## src/rtl/n101_icb_rd_pkg.sv

```systemverilog
// Shared constants for the ICB burst reader: FSM state encodings and bus word geometry.
package n101_icb_rd_pkg;

  localparam logic [1:0] ST_IDLE  = 2'd0;
  localparam logic [1:0] ST_ISSUE = 2'd1;
  localparam logic [1:0] ST_DRAIN = 2'd2;
  localparam logic [1:0] ST_FIN   = 2'd3;

  localparam int BUS_DW     = 32;
  localparam int WORD_BYTES = BUS_DW / 8;
  localparam int WORD_LSB   = $clog2(WORD_BYTES);

endpackage

```

## src/rtl/n101_icb_rd_fifo.sv

```systemverilog
// Response buffer for the ICB burst reader. Power-of-two depth, push and pop
// may coincide in any fill state; a push into a full FIFO is only taken when a
// pop frees the slot in the same cycle.
module n101_icb_rd_fifo
  import n101_icb_rd_pkg::*;
#(
  parameter int DW    = BUS_DW,
  parameter int DEPTH = 2
) (
  input  logic                         clk,
  input  logic                         rst,
  input  logic                         push,
  input  logic [DW-1:0]                wdata,
  input  logic                         pop,
  output logic [DW-1:0]                rdata,
  output logic                         full,
  output logic                         empty,
  output logic [$clog2(DEPTH+1)-1:0]   count
);

  localparam int PW = $clog2(DEPTH);
  localparam int NW = $clog2(DEPTH + 1);

  logic [DW-1:0] mem_r [DEPTH];
  logic [PW-1:0] wr_ptr_r;
  logic [PW-1:0] rd_ptr_r;
  logic [NW-1:0] count_r;
  logic          do_push_s;
  logic          do_pop_s;

  assign do_pop_s  = pop & (count_r != '0);
  assign do_push_s = push & ((count_r != NW'(DEPTH)) | do_pop_s);

  assign rdata = mem_r[rd_ptr_r];
  assign full  = (count_r == NW'(DEPTH));
  assign empty = (count_r == '0);
  assign count = count_r;

  // Storage array: written on every accepted push, no reset needed.
  always_ff @(posedge clk) begin
    if (do_push_s) begin
      mem_r[wr_ptr_r] <= wdata;
    end
  end

  // Pointer and occupancy bookkeeping.
  always_ff @(posedge clk or posedge rst) begin
    if (rst) begin
      wr_ptr_r <= '0;
      rd_ptr_r <= '0;
      count_r  <= '0;
    end else begin
      if (do_push_s) begin
        wr_ptr_r <= wr_ptr_r + PW'(1);
      end
      if (do_pop_s) begin
        rd_ptr_r <= rd_ptr_r + PW'(1);
      end
      case ({do_push_s, do_pop_s})
        2'b10:   count_r <= count_r + NW'(1);
        2'b01:   count_r <= count_r - NW'(1);
        default: count_r <= count_r;
      endcase
    end
  end

endmodule

```

## src/rtl/n101_icb_burst_reader.sv

```systemverilog
// ICB burst read initiator: fetches word_cnt consecutive words starting at
// start_addr and streams them out in address order. Commands are only issued
// when the response FIFO has room for every read in flight, so rsp_ready can
// stay tied high. Optional build macro N101_BURST_RD_ERR_ABORT_EN stops issuing
// after the first error response.
module n101_icb_burst_reader
  import n101_icb_rd_pkg::*;
#(
  parameter int AW   = 12,
  parameter int DW   = BUS_DW,
  parameter int OUTS = 2,
  parameter int CW   = 10
) (
  input  logic          clk,
  input  logic          rst,
  input  logic          start,
  input  logic [AW-1:0] start_addr,
  input  logic [CW-1:0] word_cnt,
  output logic          busy,
  output logic          done,
  output logic          err,
  output logic          icb_cmd_valid,
  input  logic          icb_cmd_ready,
  output logic [AW-1:0] icb_cmd_addr,
  output logic          icb_cmd_read,
  input  logic          icb_rsp_valid,
  output logic          icb_rsp_ready,
  input  logic          icb_rsp_err,
  input  logic [DW-1:0] icb_rsp_rdata,
  output logic          out_valid,
  input  logic          out_ready,
  output logic [DW-1:0] out_data
);

  localparam int            OW     = $clog2(OUTS + 1);
  localparam logic [AW-1:0] STRIDE = AW'(WORD_BYTES);

  logic [1:0]    state_r;
  logic [AW-1:0] addr_r;
  logic [CW-1:0] remain_r;
  logic [OW-1:0] outst_r;
  logic          busy_r;
  logic          done_r;
  logic          err_r;
  logic          cmd_valid_r;

  logic          cmd_hs_s;
  logic          rsp_acc_s;
  logic          push_s;
  logic          pop_s;
  logic          full_s;
  logic          empty_s;
  logic [OW-1:0] count_s;
  logic [OW-1:0] outst_nxt_s;
  logic [OW-1:0] count_nxt_s;
  logic [DW-1:0] fifo_rdata_s;
  logic          credit_ok_s;
  logic          last_hs_s;
  logic          abort_s;

  assign cmd_hs_s  = cmd_valid_r & icb_cmd_ready;
  // A response is only legitimate if a read is in flight or issued this cycle.
  assign rsp_acc_s = icb_rsp_valid & ((outst_r != '0) | cmd_hs_s);
  assign pop_s     = ~empty_s & out_ready;
  assign push_s    = rsp_acc_s & (~full_s | pop_s);
  assign last_hs_s = cmd_hs_s & (remain_r == CW'(1));

`ifdef N101_BURST_RD_ERR_ABORT_EN
  assign abort_s = err_r | (rsp_acc_s & icb_rsp_err);
`else
  assign abort_s = 1'b0;
`endif

  // Look-ahead occupancy: credit and drain decisions use end-of-cycle values.
  always_comb begin
    outst_nxt_s = outst_r;
    count_nxt_s = count_s;
    if (cmd_hs_s & ~rsp_acc_s) begin
      outst_nxt_s = outst_r + OW'(1);
    end else if (~cmd_hs_s & rsp_acc_s) begin
      outst_nxt_s = outst_r - OW'(1);
    end else begin
      outst_nxt_s = outst_r;
    end
    if (push_s & ~pop_s) begin
      count_nxt_s = count_s + OW'(1);
    end else if (~push_s & pop_s) begin
      count_nxt_s = count_s - OW'(1);
    end else begin
      count_nxt_s = count_s;
    end
  end

  assign credit_ok_s = ({1'b0, outst_nxt_s} + {1'b0, count_nxt_s}) < (OW + 1)'(OUTS);

  // Transfer control FSM with its registered status and command outputs.
  always_ff @(posedge clk or posedge rst) begin
    if (rst) begin
      state_r     <= ST_IDLE;
      addr_r      <= '0;
      remain_r    <= '0;
      outst_r     <= '0;
      busy_r      <= 1'b0;
      done_r      <= 1'b0;
      err_r       <= 1'b0;
      cmd_valid_r <= 1'b0;
    end else begin
      outst_r <= outst_nxt_s;
      if (rsp_acc_s) begin
        err_r <= err_r | icb_rsp_err;
      end
      case (state_r)
        ST_IDLE: begin
          done_r <= 1'b0;
          if (start) begin
            addr_r   <= {start_addr[AW-1:WORD_LSB], {WORD_LSB{1'b0}}};
            remain_r <= word_cnt;
            err_r    <= 1'b0;
            busy_r   <= 1'b1;
            if (word_cnt == '0) begin
              state_r <= ST_FIN;
              done_r  <= 1'b1;
            end else begin
              state_r     <= ST_ISSUE;
              cmd_valid_r <= 1'b1;
            end
          end
        end
        ST_ISSUE: begin
          if (cmd_hs_s) begin
            addr_r   <= addr_r + STRIDE;
            remain_r <= remain_r - CW'(1);
          end
          if (cmd_valid_r & ~icb_cmd_ready) begin
            cmd_valid_r <= 1'b1;
          end else if (last_hs_s | abort_s) begin
            cmd_valid_r <= 1'b0;
            state_r     <= ST_DRAIN;
          end else begin
            cmd_valid_r <= credit_ok_s;
          end
        end
        ST_DRAIN: begin
          if ((outst_nxt_s == '0) && (count_nxt_s == '0)) begin
            state_r <= ST_FIN;
            done_r  <= 1'b1;
          end
        end
        ST_FIN: begin
          done_r  <= 1'b0;
          busy_r  <= 1'b0;
          state_r <= ST_IDLE;
        end
        default: begin
          state_r     <= ST_IDLE;
          busy_r      <= 1'b0;
          done_r      <= 1'b0;
          cmd_valid_r <= 1'b0;
        end
      endcase
    end
  end

  n101_icb_rd_fifo #(
    .DW    (DW),
    .DEPTH (OUTS)
  ) u_fifo (
    .clk   (clk),
    .rst   (rst),
    .push  (push_s),
    .wdata (icb_rsp_rdata),
    .pop   (pop_s),
    .rdata (fifo_rdata_s),
    .full  (full_s),
    .empty (empty_s),
    .count (count_s)
  );

  assign busy          = busy_r;
  assign done          = done_r;
  assign err           = err_r;
  assign icb_cmd_valid = cmd_valid_r;
  assign icb_cmd_addr  = addr_r;
  assign icb_cmd_read  = 1'b1;
  assign icb_rsp_ready = 1'b1;
  assign out_valid     = ~empty_s;
  assign out_data      = empty_s ? '0 : fifo_rdata_s;

endmodule

```

## config.mk

```make
export PLATFORM = sky130hd
export DESIGN_NAME = n101_icb_burst_reader
export DESIGN_NICKNAME = d
export VERILOG_FILES = /design/src/rtl/n101_icb_rd_pkg.sv /design/src/rtl/n101_icb_rd_fifo.sv /design/src/rtl/n101_icb_burst_reader.sv
export SDC_FILE = /design/constraint.sdc
export NUM_CORES = 1
export LEC_CHECK = 0
export ABC_AREA = 1
export BUFFER_PORTS_ARGS = -buffer_cell sky130_fd_sc_hd__buf_4
export CAP_MARGIN = 10
export CORE_MARGIN = 2
export CORE_UTILIZATION = 45
export CTS_CLUSTER_SIZE = 12
export DETAILED_ROUTE_END_ITERATION = 10
export PLACE_DENSITY_LB_ADDON = 0.05
export SYNTH_ARGS = -nofsm -noshare
export SYNTH_HDL_FRONTEND = slang
export SYNTH_SLANG_ARGS = --single-unit
export TNS_END_PERCENT = 1
```

## constraint.sdc

```tcl
create_clock -name clk -period 2.7 [get_ports clk]
set_input_delay 0.81 -clock clk [delete_from_list [all_inputs] [get_ports clk]]
set_output_delay 0.81 -clock clk [all_outputs]
set_load 0.01 [all_outputs]
```

# Yosys cells after proc, flatten, opt, wreduce, memory -nomap -nowiden
# Memory sizes are Yosys's and may differ from the RTL's.
# Cells that the tools add are included.
# totals
register_bits	34
ramBits	64
inputBits	61
output_inout_bits	51
word_cells	110
memories	1
# memory_table
memory	depth	word_bits	rd	rd_clocked_by_memory_dff	write_ports	line_no	text
u_fifo.mem_r	2	32	1	0	1	n101_icb_rd_fifo.sv:24	logic [DW-1:0] mem_r [DEPTH];
# classes
n_addsub	9
order_cmp	1
eq_ne	14
muxes	34
bitwise	23
reduce_logical	17
# ops
operator	n
$mux 32	1
$mux 12	2
$pmux 12 s2	1
$mux 10	2
$pmux 10 s2	1
$mux 2	9
$ne 2x2->1 const B	7
$mux 1	13
$add 12x3->12 const B	1
$and 1x1->1	12
$eq 10x1->1 const B	1
$logic_not 10->1	1
$reduce_bool 2->1	5
$sub 10x1->10 const B	1
$eq 2x2->1 const B	4
$logic_not 2->1	4
$pmux 2 s4	1
$not 1->1	7
$reduce_and 3->1	2
$add 2x1->2 const B	2
$eq 2x1->1 const B	2
$or 1x1->1	4
$pmux 1 s2	2
$pmux 2 s2	1
other kinds (9)	12

# Logic depth before layout (Yosys ltp)
# Gate-level depths: netlist (run 1).
# logic_depth
word_depth	14
ltp_mapped	15
depth_no_buf	15

# By module
# From an unflattened synthesis (run 1), not the netlist that was laid out.
# unflattened
hier_cells	476
hier_area_um2	4921.0
# modules_own_cells
mod	instances	cells_per_inst	area_each_um2	seq_area_each_um2
n101_icb_rd_fifo	1	132	2691.3	2021.9
n101_icb_burst_reader	1	344	2229.6	700.7

# Least setup slack after synthesis (run 1)
# Ideal clock, no wire load.
# synth_path
path_type	input to register
start	in icb_cmd_ready
end	mem u_fifo.mem_r[0][0] (netlist bit) (enable)
setup_time_ps	421
arrival_time_ps	2574
required_time_ps	2279
setup_slack_ps	-295
stages	6
path_buffers	0
cell_sequence	nand2_2 > nand2_2 > nand2_2 > inv_2 > o21ai_1 > nor2_1
# synth_between
elab_chain_len	7
# synth_rtl
element	line_no	text
start: declaration	n101_icb_burst_reader.sv:23	input logic icb_cmd_ready,
$and 1x1->1	n101_icb_burst_reader.sv:61	assign cmd_hs_s = cmd_valid_r & icb_cmd_ready;
$or 1x1->1	n101_icb_burst_reader.sv:63	assign rsp_acc_s = icb_rsp_valid & ((outst_r != '0) | cmd_hs_s);
$and 1x1->1	n101_icb_burst_reader.sv:63	
$and 1x1->1	n101_icb_burst_reader.sv:65	assign push_s = rsp_acc_s & (~full_s | pop_s);
$and 1x1->1	n101_icb_rd_fifo.sv:32	assign do_push_s = push & ((count_r != NW'(DEPTH)) | do_pop_s);
$mux 1	n101_icb_rd_fifo.sv:41	if (do_push_s) begin
$mux 1 (implied by the code)	n101_icb_rd_fifo.sv:42	mem_r[wr_ptr_r] <= wdata;
end: declaration	n101_icb_rd_fifo.sv:24	
# No other way between the ends.

# Final worst setup path (run 1)
# layout_path
start	reg u_fifo.count_r[0] (netlist: u_fifo.count[0])
end	out out_data[20]
# layout_between
elab_chain_len	2
# layout_rtl
element	line_no	text
start: declaration	n101_icb_rd_fifo.sv:27	logic [NW-1:0] count_r;
start signal: assignment	n101_icb_rd_fifo.sv:60	2'b10: count_r <= count_r + NW'(1);
start signal: assignment	n101_icb_rd_fifo.sv:61	2'b01: count_r <= count_r - NW'(1);
start signal: assignment	n101_icb_rd_fifo.sv:62	default: count_r <= count_r;
$logic_not 2->1	n101_icb_rd_fifo.sv:36	assign empty = (count_r == '0);
$mux 32	n101_icb_burst_reader.sv:187	assign out_data = empty_s ? '0 : fifo_rdata_s;
end: declaration	n101_icb_burst_reader.sv:32	output logic [DW-1:0] out_data
# No other way between the ends.

==> out/metrics.cfg, run 1 <==
[outcome]
status=complete, no violations

[synthesis]
synth_seq_area_share_pct=59.37
yosysMostFrequentCell=nor2_1
synth.distinct_cells=40
synth_area_leaders=edfxtp_1 (42%), dfrtp_1 (17%), nor2_1 (7.2%)
synth-seq-cells=96
synth_ff_type=edfxtp_1
yosys_warnings=0
postSynthAreaPerCell_um2=9.819
async_flop_share_pct=33.33
synth_common_cells=nor2_1 (88), edfxtp_1 (64), o21ai_0 (60), nand2_1 (54), inv_1 (34)
synth_edf_count=64
synth_top_area_share_pct=41.91
post-synth-top-area-cell=edfxtp_1
synthCells=467
syn_area_mm2=0.004586

[power]
p_comb_share_pct=52.2
vdd_drop_max_mv=0.5003
p_sw_share_pct=42.14
power.net_switching_mw=2.848
seq_power_share_pct=34.5
cellPowerDensity_mw_per_mm2=1171
p_int_mw=3.910
finalPower_mw=6.758
clockPowerShare_pct=13.3
leakagePower_nw=2.528

[cells_and_area]
drive_gt1_share_pct=28.94
antenna_cells=0
fin_cells=717
final_core_util_pct=58.75
syn_to_final_growth_pct=25.81
final_net_count=652

[detailed_routing]
drt-pass1-iter-count=4
routed-via-count=3495
dr.first_iter.drc_count=139
drc=0
via_per_inst=4.874
antenna_left=0
routed_wl_mm=9.767
wl_per_cell_um=13.62

[timing]
maxSlewHeadroom_pct=57.95
fin_crit_ns=2.510
worst_slew_pin_slew_ns=0.6266
hold_viol=0
clock_skew_ns=0.009227
rsz0062_at_grt=false
fmax_mhz=398.5
finalCritPeriodShare_pct=92.95
setup_viol=0
slew_viol_final=0

[global_routing]
grt_pass1_vias=3401
antenna_found_initial=0
grt_usage_pct=18.15
grt_pass1_wl_mm=16.06
grt_max_degree=33
grt.overflow.total=0

[clocking]
clockRootBuffer=clkbuf_8
cts_tree=built
cts.path.max_buffers=2
clkTransAtPathRegs_ns=0.10
cts_sinks=96
numCtsBuffers=9
h-tree-depth=3
clk_latency_ns=0.35
cts_hold_buf=0

[worst_setup_path]
critical_path_class=reg -> out
end_kind=output pin
crit_chain=inv_1 > ha_1 > clkinv_4 > buf_4 > o21ai_0 > nor2_1 > buf_4
slowest_stage=dfrtp_1
startpoint_type=flip-flop
worstPathMaxFanout=12
crit_top_cell=buf_4
cp.required_ns=1.89
reg2reg_setup_slack_ns=0.33
cp.arrival_ns=1.70
slowest_delay_ns=0.41

[floorplanning]
coreArea_mm2=0.009819
dieArea_mm2=0.01101
std_cell_rows=36
design.portCount=112
start_util_pct=46.70
die_x_um=104.9
die_h_um=104.9

[place]
hpwl_mm=6.588
place_congestion=0.8460
dp.cells=695
port_buffers=105

[job]
maxCapViolations=0

[worst_hold_path]
hp-class=reg -> reg

worst max-delay path: cells and delay by family (launching register included):
kind                       cells  cell delay [ns]
DFF                            1             0.41
adders and majority gates      1             0.24
AOI/OAI and AO/OA              1             0.08
and+or+nand+nor                1             0.12
buffers and inverters          4             0.50
layout make-up:
class	instances	area, um^2
timing repair buffer	120	929.6
clock buffer	10	127.6
inverter	43	167.7
fill	893	4050
tap	133	166.4
multi-input combinational	309	1593
clock inverter	6	62.56
sequential	96	2723
cells in the final DEF, fill, tap and decap left out, types with 2 or more instances in the layout:
cell / count
nor3_1: 2
a21oi_1: 16
a31oi_1: 3
o211ai_1: 2
nand4_1: 5
inv_2: 6
o21ai_0: 60
clkbuf_8: 9
buf_12: 2
nor2_2: 3
nor3_2: 2
nand3_1: 18
xnor2_1: 2
nor2_1: 86
nor2_4: 3
nand2_1: 54
o21ai_1: 8
buf_4: 117
o21a_1: 2
xor2_1: 3
edfxtp_1: 64
inv_1: 34
clkinv_4: 4
nand2_2: 11
ha_1: 11
conb_1: 4
nand3_2: 3
o22ai_1: 2
dfrtp_1: 32
flip-flops by register name, summed over array words and instances (netlist names):
| signal | flops |
|---|---|
| u_fifo.mem_r | 64 |
| done | 1 |
| busy | 1 |
| u_fifo.wr_ptr_r | 1 |
| state_r | 2 |
| outst_r | 2 |
| u_fifo.count | 2 |
| u_fifo.rd_ptr_r | 1 |
| icb_cmd_valid | 1 |
| remain_r | 10 |
| icb_cmd_addr | 10 |
| err | 1 |
cells by family after synthesis:
| kind of cell | after synthesis | share of synthesized area (%) |
|---|---|---|
| AOI/OAI and AO/OA | 97 | 11.27 |
| xor gates and xnor gates | 5 | 0.9552 |
| adders and majority gates | 12 | 3.438 |
| buffers and inverters | 64 | 6.385 |
| DFF | 96 | 59.37 |
| other | 2 | 0.1638 |
| and+or+nand+nor | 191 | 18.42 |
power groups by stage:
stage / sequential (mW) / clock [mW] / combinational, mW
after floorplan: 2.38 / 0 / 2.18
after global placement: 2.35 / 0 / 3.41
after detailed placement: 2.37 / 0 / 3.47
after CTS: 2.34 / 0.926 / 3.49
after global routing: 2.39 / 0.978 / 3.98
final: 2.33 / 0.900 / 3.53
path summary, 6_finish.rpt:
path                                       from         endpoint  cells after the start
worst min-delay path                       done             done                      2
max in group asynchronous                   rst  u_fifo.rd_ptr_r                      3
worst min register to register             done             done                      2
min in group asynchronous                   rst  icb_cmd_addr[6]                      3
worst max register to register  u_fifo.count[0]    icb_cmd_valid                     12
worst max-delay path            u_fifo.count[0]     out_data[20]                      7
what timing repair did:
| item | CTS | global route |
|---|---|---|
| endpoints found under the setup margin | 14 | 17 |
| endpoints found under the hold margin | 0 | 0 |
| buffers inserted | 0 | 6 |
| gates resized for setup | 1 | 2 |
metrics by stage:
stage               area [um^2]  worst slack [ns]  setup TNS (ns)  hold WS (ns)
floorplan                  4593           -0.2953          -18.90        0.4740
global placement           5525            0.3283               0        0.4640
detailed placement         5525            0.2821               0        0.4646
CTS                        5718           0.04439               0        0.4884
global route               5769           0.02526               0        0.5491
finish                     5769            0.1903               0        0.4841
metal layers:
metal / share of wire, % / track usage [%] / vias to the layer above
li1: - / - / 1786
met1: 47 / 23.96 / 1614
met2: 48 / 30.71 / 83
met3: 3.8 / 2.620 / 12
met4: 1.3 / 6.190 / 0
met5: 0 / 0 / -
No activity file was read; power rests on OpenSTA's default activity.
==> run 2, diff against run 1 <==
- CORE_ASPECT_RATIO: unset -> 0.75
- REMOVE_ABC_BUFFERS: unset -> 1
==> run 2 against run 1 <==
Register-to-register slack better by 0.16 ns. Via count is 1.1% higher. Sequential share of layout area decreased by 0.27 points. Design area up 0.59%. Power rose by 3.2%. Critical endpoint is now out_data[3]. Largest power group unchanged.
==> out/metrics.cfg, run 2 (synthesis results as in run 1) <==
[outcome]
status=complete, no violations

[worst_setup_path]
critical_path_class=reg -> out
reg2reg_setup_slack_ns=0.49  ; +0.16 ns
slowest_delay_ns=0.41  ; about the same
slowest_stage=dfrtp_1
critPathLaunch=u_fifo.count[0]
startpoint_type=flip-flop
cp.arrival_ns=1.73  ; +0.03 ns
r2r_end=icb_cmd_valid
worstPathMaxFanout=26  ; +14
crit_chain=inv_1 > ha_1 > inv_4 > buf_12 > o21ai_0 > nor2_1 > buf_4
reg2reg_from=u_fifo.count[0]
cp.required_ns=1.89  ; about the same
worst-r2r-cell-count=13  ; +1
end_kind=output pin
endpoint=out_data[3]

[global_routing]
grt_use_met2_pct=29.85  ; -0.86 points
grt_usage_pct=18.59  ; +0.45 points
use_met1_pct=24.90  ; +0.94 points
use_met3_pct=4.334  ; +1.7 points
antenna_found_initial=0  ; unchanged
grt_max_degree=33  ; unchanged
grt.overflow.total=0  ; unchanged
grt_pass1_vias=3440  ; +1.1%
grt_pass1_wl_mm=16.17  ; +0.64%
top_usage_layer=met2

[floorplanning]
design.portCount=112  ; unchanged
die_h_um=91.42  ; -13%
dieArea_mm2=0.01102  ; about the same
std_cell_rows=31  ; -14%
die_x_um=120.6  ; +15%
start_util_pct=46.92  ; +0.22 points
coreArea_mm2=0.009774  ; -0.46%

[timing]
maxSlewHeadroom_pct=58.82  ; +0.87 points
clock_skew_ns=0.006067  ; -0.003160 ns
finalCritPeriodShare_pct=94.12  ; +1.2 points
fin_crit_ns=2.541  ; +0.03160 ns
rsz0062_at_grt=false
tns_ns=0  ; unchanged
worst_slew_pin_slew_ns=0.6136  ; -0.01293 ns
hold_ws_ns=0.4894  ; +0.005271 ns
slew_viol_final=0  ; unchanged
hold_viol=0  ; unchanged
setup_viol=0  ; unchanged
fin_ws_ns=0.1587  ; -0.03160 ns
fmax_mhz=393.5  ; -1.2%

[worst_hold_path]
hp-class=reg -> reg
hold_start=done
hold_depth=2  ; unchanged

[power]
finalPower_mw=6.976  ; +3.2%
vdd_drop_max_mv=0.5809  ; +16%
leakagePower_nw=2.536  ; +0.29%
cellPowerDensity_mw_per_mm2=1202  ; +2.6%

[detailed_routing]
routed_wl_mm=9.795  ; +0.29%
drc=0  ; unchanged
routed-via-count=3532  ; +1.1%
wl_per_cell_um=13.82  ; +1.4%
antenna_left=0  ; unchanged
via_per_inst=4.982  ; +2.2%
drt-pass1-iter-count=4  ; unchanged
dr.first_iter.drc_count=200  ; +44%

[cells_and_area]
drive_gt1_share_pct=27.90  ; -1.0 points
layout_common_cells=buf_4 (110), nor2_1 (86), edfxtp_1 (64)
antenna_cells=0  ; unchanged
final_net_count=645  ; -1.1%
largest_register=u_fifo.mem_r
syn_to_final_growth_pct=26.55
layout.cells.most_common=buf_4
largest_reg_flops=64  ; unchanged

[clocking]
cts_sinks=96  ; unchanged
cts_tree=built
h-tree-depth=3  ; unchanged
post-cts-setup-buffers=0  ; unchanged
clockRootBuffer=clkbuf_16
clk_latency_ns=0.34  ; about the same
cts.path.max_buffers=2  ; unchanged
numCtsBuffers=9  ; unchanged
clkTransAtPathRegs_ns=0.07  ; -0.03 ns

[place]
port_buffers=105  ; unchanged
place_congestion=0.7714  ; -8.8%
hpwl_mm=6.643  ; +0.83%
post-place-ws_ns=0.3081  ; +0.02592 ns

[job]
maxCapViolations=0  ; unchanged

## run 2: metrics by stage
stage / utilization [%] / std cells / cell area, um^2
detailed placement: 56.57 / 693 / 5529
finish: 59.37 / 709 / 5803
global route: 59.37 / 709 / 5803
floorplan: - / 448 / 4463
global placement: 56.57 / 693 / 5529
CTS: 59.34 / 709 / 5801
## run 2: worst max-delay path: cells and delay by family, from the launching register on
family / cells / cell delay [ns]
flops: 1 / 0.41
buf+inv: 4 / 0.52
fa+ha+maj: 1 / 0.23
simple gates: 1 / 0.13
compound gates: 1 / 0.10
## run 2: timing repair
| action | 4_1_cts | 5_1_grt |
|---|---|---|
| hold buffers | 0 | 0 |
| gates resized for setup | 0 | 1 |
| endpoints found under the hold margin | 0 | 0 |
| setup endpoints to repair | 0 | 11 |
## run 2: area by class of cell
cell class / instances / area (um^2)
well taps: 132 / 165.2
multi-input cells: 309 / 1593
repair buffers: 113 / 885.9
inverters: 43 / 165.2
flip-flops and latches: 96 / 2723
clock inverters: 7 / 46.29
clock buffers: 9 / 225.2
fillers: 868 / 3971
## run 2: metal layers
metal  wire length [um]  vias to the layer above  share of wire (%)
met2               4594                       78                 47
met5                  0                        -                  0
met1               4610                     1666                 47
met3                456                       11                4.7
met4                134                        0                1.4
li1                   -                     1777                  -
## run 2: how the worst min path moves through the flow
stage                 endpoint  slack [ns]
2_1_floorplan  u_fifo.count[1]        0.47
3_3_place_gp              done        0.46
3_5_place_dp              done        0.48
4_1_cts                   done        0.49
5_1_grt                   done        0.51
6_report                  done        0.49
## run 2: power breakdown
group	internal (mW)	switching (mW)	total, mW	leakage (nW)
registers	2.09	0.256	2.35	0.972
logic	1.41	2.05	3.47	1.43
clock network	0.624	0.537	1.16	0.131
total	4.13	2.85	6.98	2.54
==> run 3, diff against run 2 <==
==> constraint.sdc (replaced) <==
create_clock -name clk -period 2.7 [get_ports clk]
set_input_delay 0.405 -clock clk [delete_from_list [all_inputs] [get_ports clk]]
set_output_delay 0.405 -clock clk [all_outputs]
set_load 0.01 [all_outputs]
==> run 3 against run 2 <==
Clock skew increased by 0.0011 ns. Fmax increased by 7.6%. Clock-buffer cell count grew 2. Register-to-register slack got worse by 0.15 ns. Non-clock buffer count fell by 2. Clock power about the same. Sequential share of layout area rose by 0.47 points. Power down 1.5%. Design area decreased by 0.99%. Die area is the same. Combinational power decreased by 3%. Critical path type is now reg -> reg.
==> out/metrics.cfg, run 3 (synthesis results as in run 1) <==
[outcome]
status=complete, no violations

[clocking]
cts_tree=built
post-cts-setup-buffers=0  ; unchanged
clkTransAtPathRegs_ns=0.06  ; about the same
clockRootBuffer=clkbuf_16
cts.path.max_buffers=2  ; unchanged
numCtsBuffers=9  ; unchanged
h-tree-depth=3  ; unchanged
cts_hold_buf=0  ; unchanged
clk_latency_ns=0.33  ; about the same
cts_sinks=96  ; unchanged
cts_resized=0  ; unchanged

[worst_setup_path]
end_kind=flip-flop
endpoint=u_fifo.mem_r[1][17]
cp.required_ns=2.65  ; +0.76 ns
reg2reg_setup_slack_ns=0.34  ; -0.15 ns
r2r_end=u_fifo.mem_r[1][17]
worst-r2r-cell-count=7  ; -6
critical_path_class=reg -> reg
reg2reg_from=u_fifo.count[0]
critPathLaunch=u_fifo.count[0]
worstPathMaxFanout=32  ; +23%
cp.arrival_ns=2.31  ; +0.58 ns
startpoint_type=flip-flop

[floorplanning]
die_h_um=91.42  ; unchanged
die_x_um=120.6  ; unchanged
start_util_pct=46.92  ; unchanged
std_cell_rows=31  ; unchanged
design.portCount=112  ; unchanged
coreArea_mm2=0.009774  ; unchanged
dieArea_mm2=0.01102  ; unchanged

[timing]
hold_viol=0  ; unchanged
finalCritPeriodShare_pct=87.47  ; -6.6 points
clock_skew_ns=0.007212  ; +0.001145 ns
tns_ns=0  ; unchanged
maxSlewHeadroom_pct=33.34  ; -25 points
rsz0062_at_grt=false
fmax_mhz=423.4  ; +7.6%
worst_slew_pin_slew_ns=0.9975  ; +0.3838 ns
setup_viol=0  ; unchanged
fin_ws_ns=0.3382  ; +0.1795 ns
slew_viol_final=0  ; unchanged
hold_ws_ns=0.2078  ; -0.2816 ns
fin_crit_ns=2.362  ; -0.1795 ns

[cells_and_area]
layout_common_cells=buf_4 (111), nor2_1 (86), edfxtp_1 (64)
layout.cells.most_common=buf_4
drive_gt1_share_pct=27.48  ; -0.42 points
final_net_count=643  ; -0.31%
largest_register=u_fifo.mem_r
antenna_cells=0  ; unchanged
largest_reg_flops=64  ; unchanged
syn_to_final_growth_pct=25.29
design_area_mm2=0.005746  ; -0.99%

[detailed_routing]
via_per_inst=4.963  ; -0.37%
dr.first_iter.drc_count=161  ; -20%
drt-pass1-iter-count=4  ; unchanged
routed_wl_mm=9.890  ; +0.97%
drc=0  ; unchanged
wl_per_cell_um=13.99  ; +1.3%
routed-via-count=3509  ; -0.65%
antenna_left=0  ; unchanged

[place]
post-place-ws_ns=0.3042  ; -0.003904 ns
port_buffers=105  ; unchanged
hpwl_mm=6.670  ; +0.41%
placed_cell_area_mm2=0.005477  ; -0.95%
place_congestion=0.7966  ; +3.3%

[global_routing]
grt_pass1_wl_mm=16.23  ; +0.38%
grt_max_degree=34  ; +3.0%
grt.overflow.total=0  ; unchanged
grt_pass1_vias=3518  ; +2.3%
antenna_found_initial=0  ; unchanged
grt_usage_pct=18.59  ; about the same

[power]
cellPowerDensity_mw_per_mm2=1196  ; -0.52%
vdd_drop_max_mv=0.6776  ; +17%
leakagePower_nw=2.505  ; -1.2%
finalPower_mw=6.870  ; -1.5%

[job]
maxCapViolations=0  ; unchanged

[worst_hold_path]
hp-class=in -> async

==> run 3: cell types whose count changed in the layout (fill, tap and decap cells not counted), sizes merged <==
| cell | previous run | this run |
|---|---|---|
| clkbuf | 9 | 11 |
| buf | 113 | 111 |
| inv | 43 | 42 |
| clkinv | 6 | 4 |
| clkinvlp | 1 | 2 |
==> run 3: per-layer routing <==
layer	global-route usage, %	routed length [um]	vias to the layer above
met4	5.233	138	0
met5	0	0	-
met1	24.80	4641	1632
met3	4.585	583	14
li1	-	-	1772
met2	30.23	4526	91
==> run 3: stage by stage <==
stage,utilization [%],instances
6_report,58.78,707
3_5_place_dp,56.03,691
4_1_cts,58.74,707
3_3_place_gp,56.03,691
2_1_floorplan,-,448
5_1_grt,58.78,707
==> run 3: worst min-delay path by stage <==
stage / from / endpoint / cells past startpoint
after floorplan: u_fifo.count[1] / u_fifo.count[1] / 2
after global placement: done / done / 2
after detailed placement: done / done / 2
after CTS: rst / icb_cmd_addr[5] / 2
after global routing: icb_rsp_rdata[3] / u_fifo.mem_r[1][3] / 1
final: rst / icb_cmd_addr[5] / 2
==> run 3: area by class of cell <==
type	instances	area (um^2)
fillers	860	4029
well taps	132	165.2
multi-input cells	309	1593
flip-flops and latches	96	2723
clock inverters	5	32.53
repair buffers	111	833.3
inverters	43	166.4
clock buffers	11	232.7
==> run 3: report_power, final <==
| part | switching, mW | leakage, nW | internal [mW] |
|---|---|---|---|
| registers | 0.252 | 0.972 | 2.10 |
| clock network | 0.509 | 0.125 | 0.623 |
| logic | 2.04 | 1.41 | 1.34 |
==> run 3: worst max-delay path, cell delays in order, from the launching register on <==
cell	delay (ns)
dfrtp_1	0.41
inv_1	0.10
ha_1	0.21
inv_2	0.06
nand2_2	0.07
inv_2	0.10
o21ai_1	0.20
nor2_4	0.83
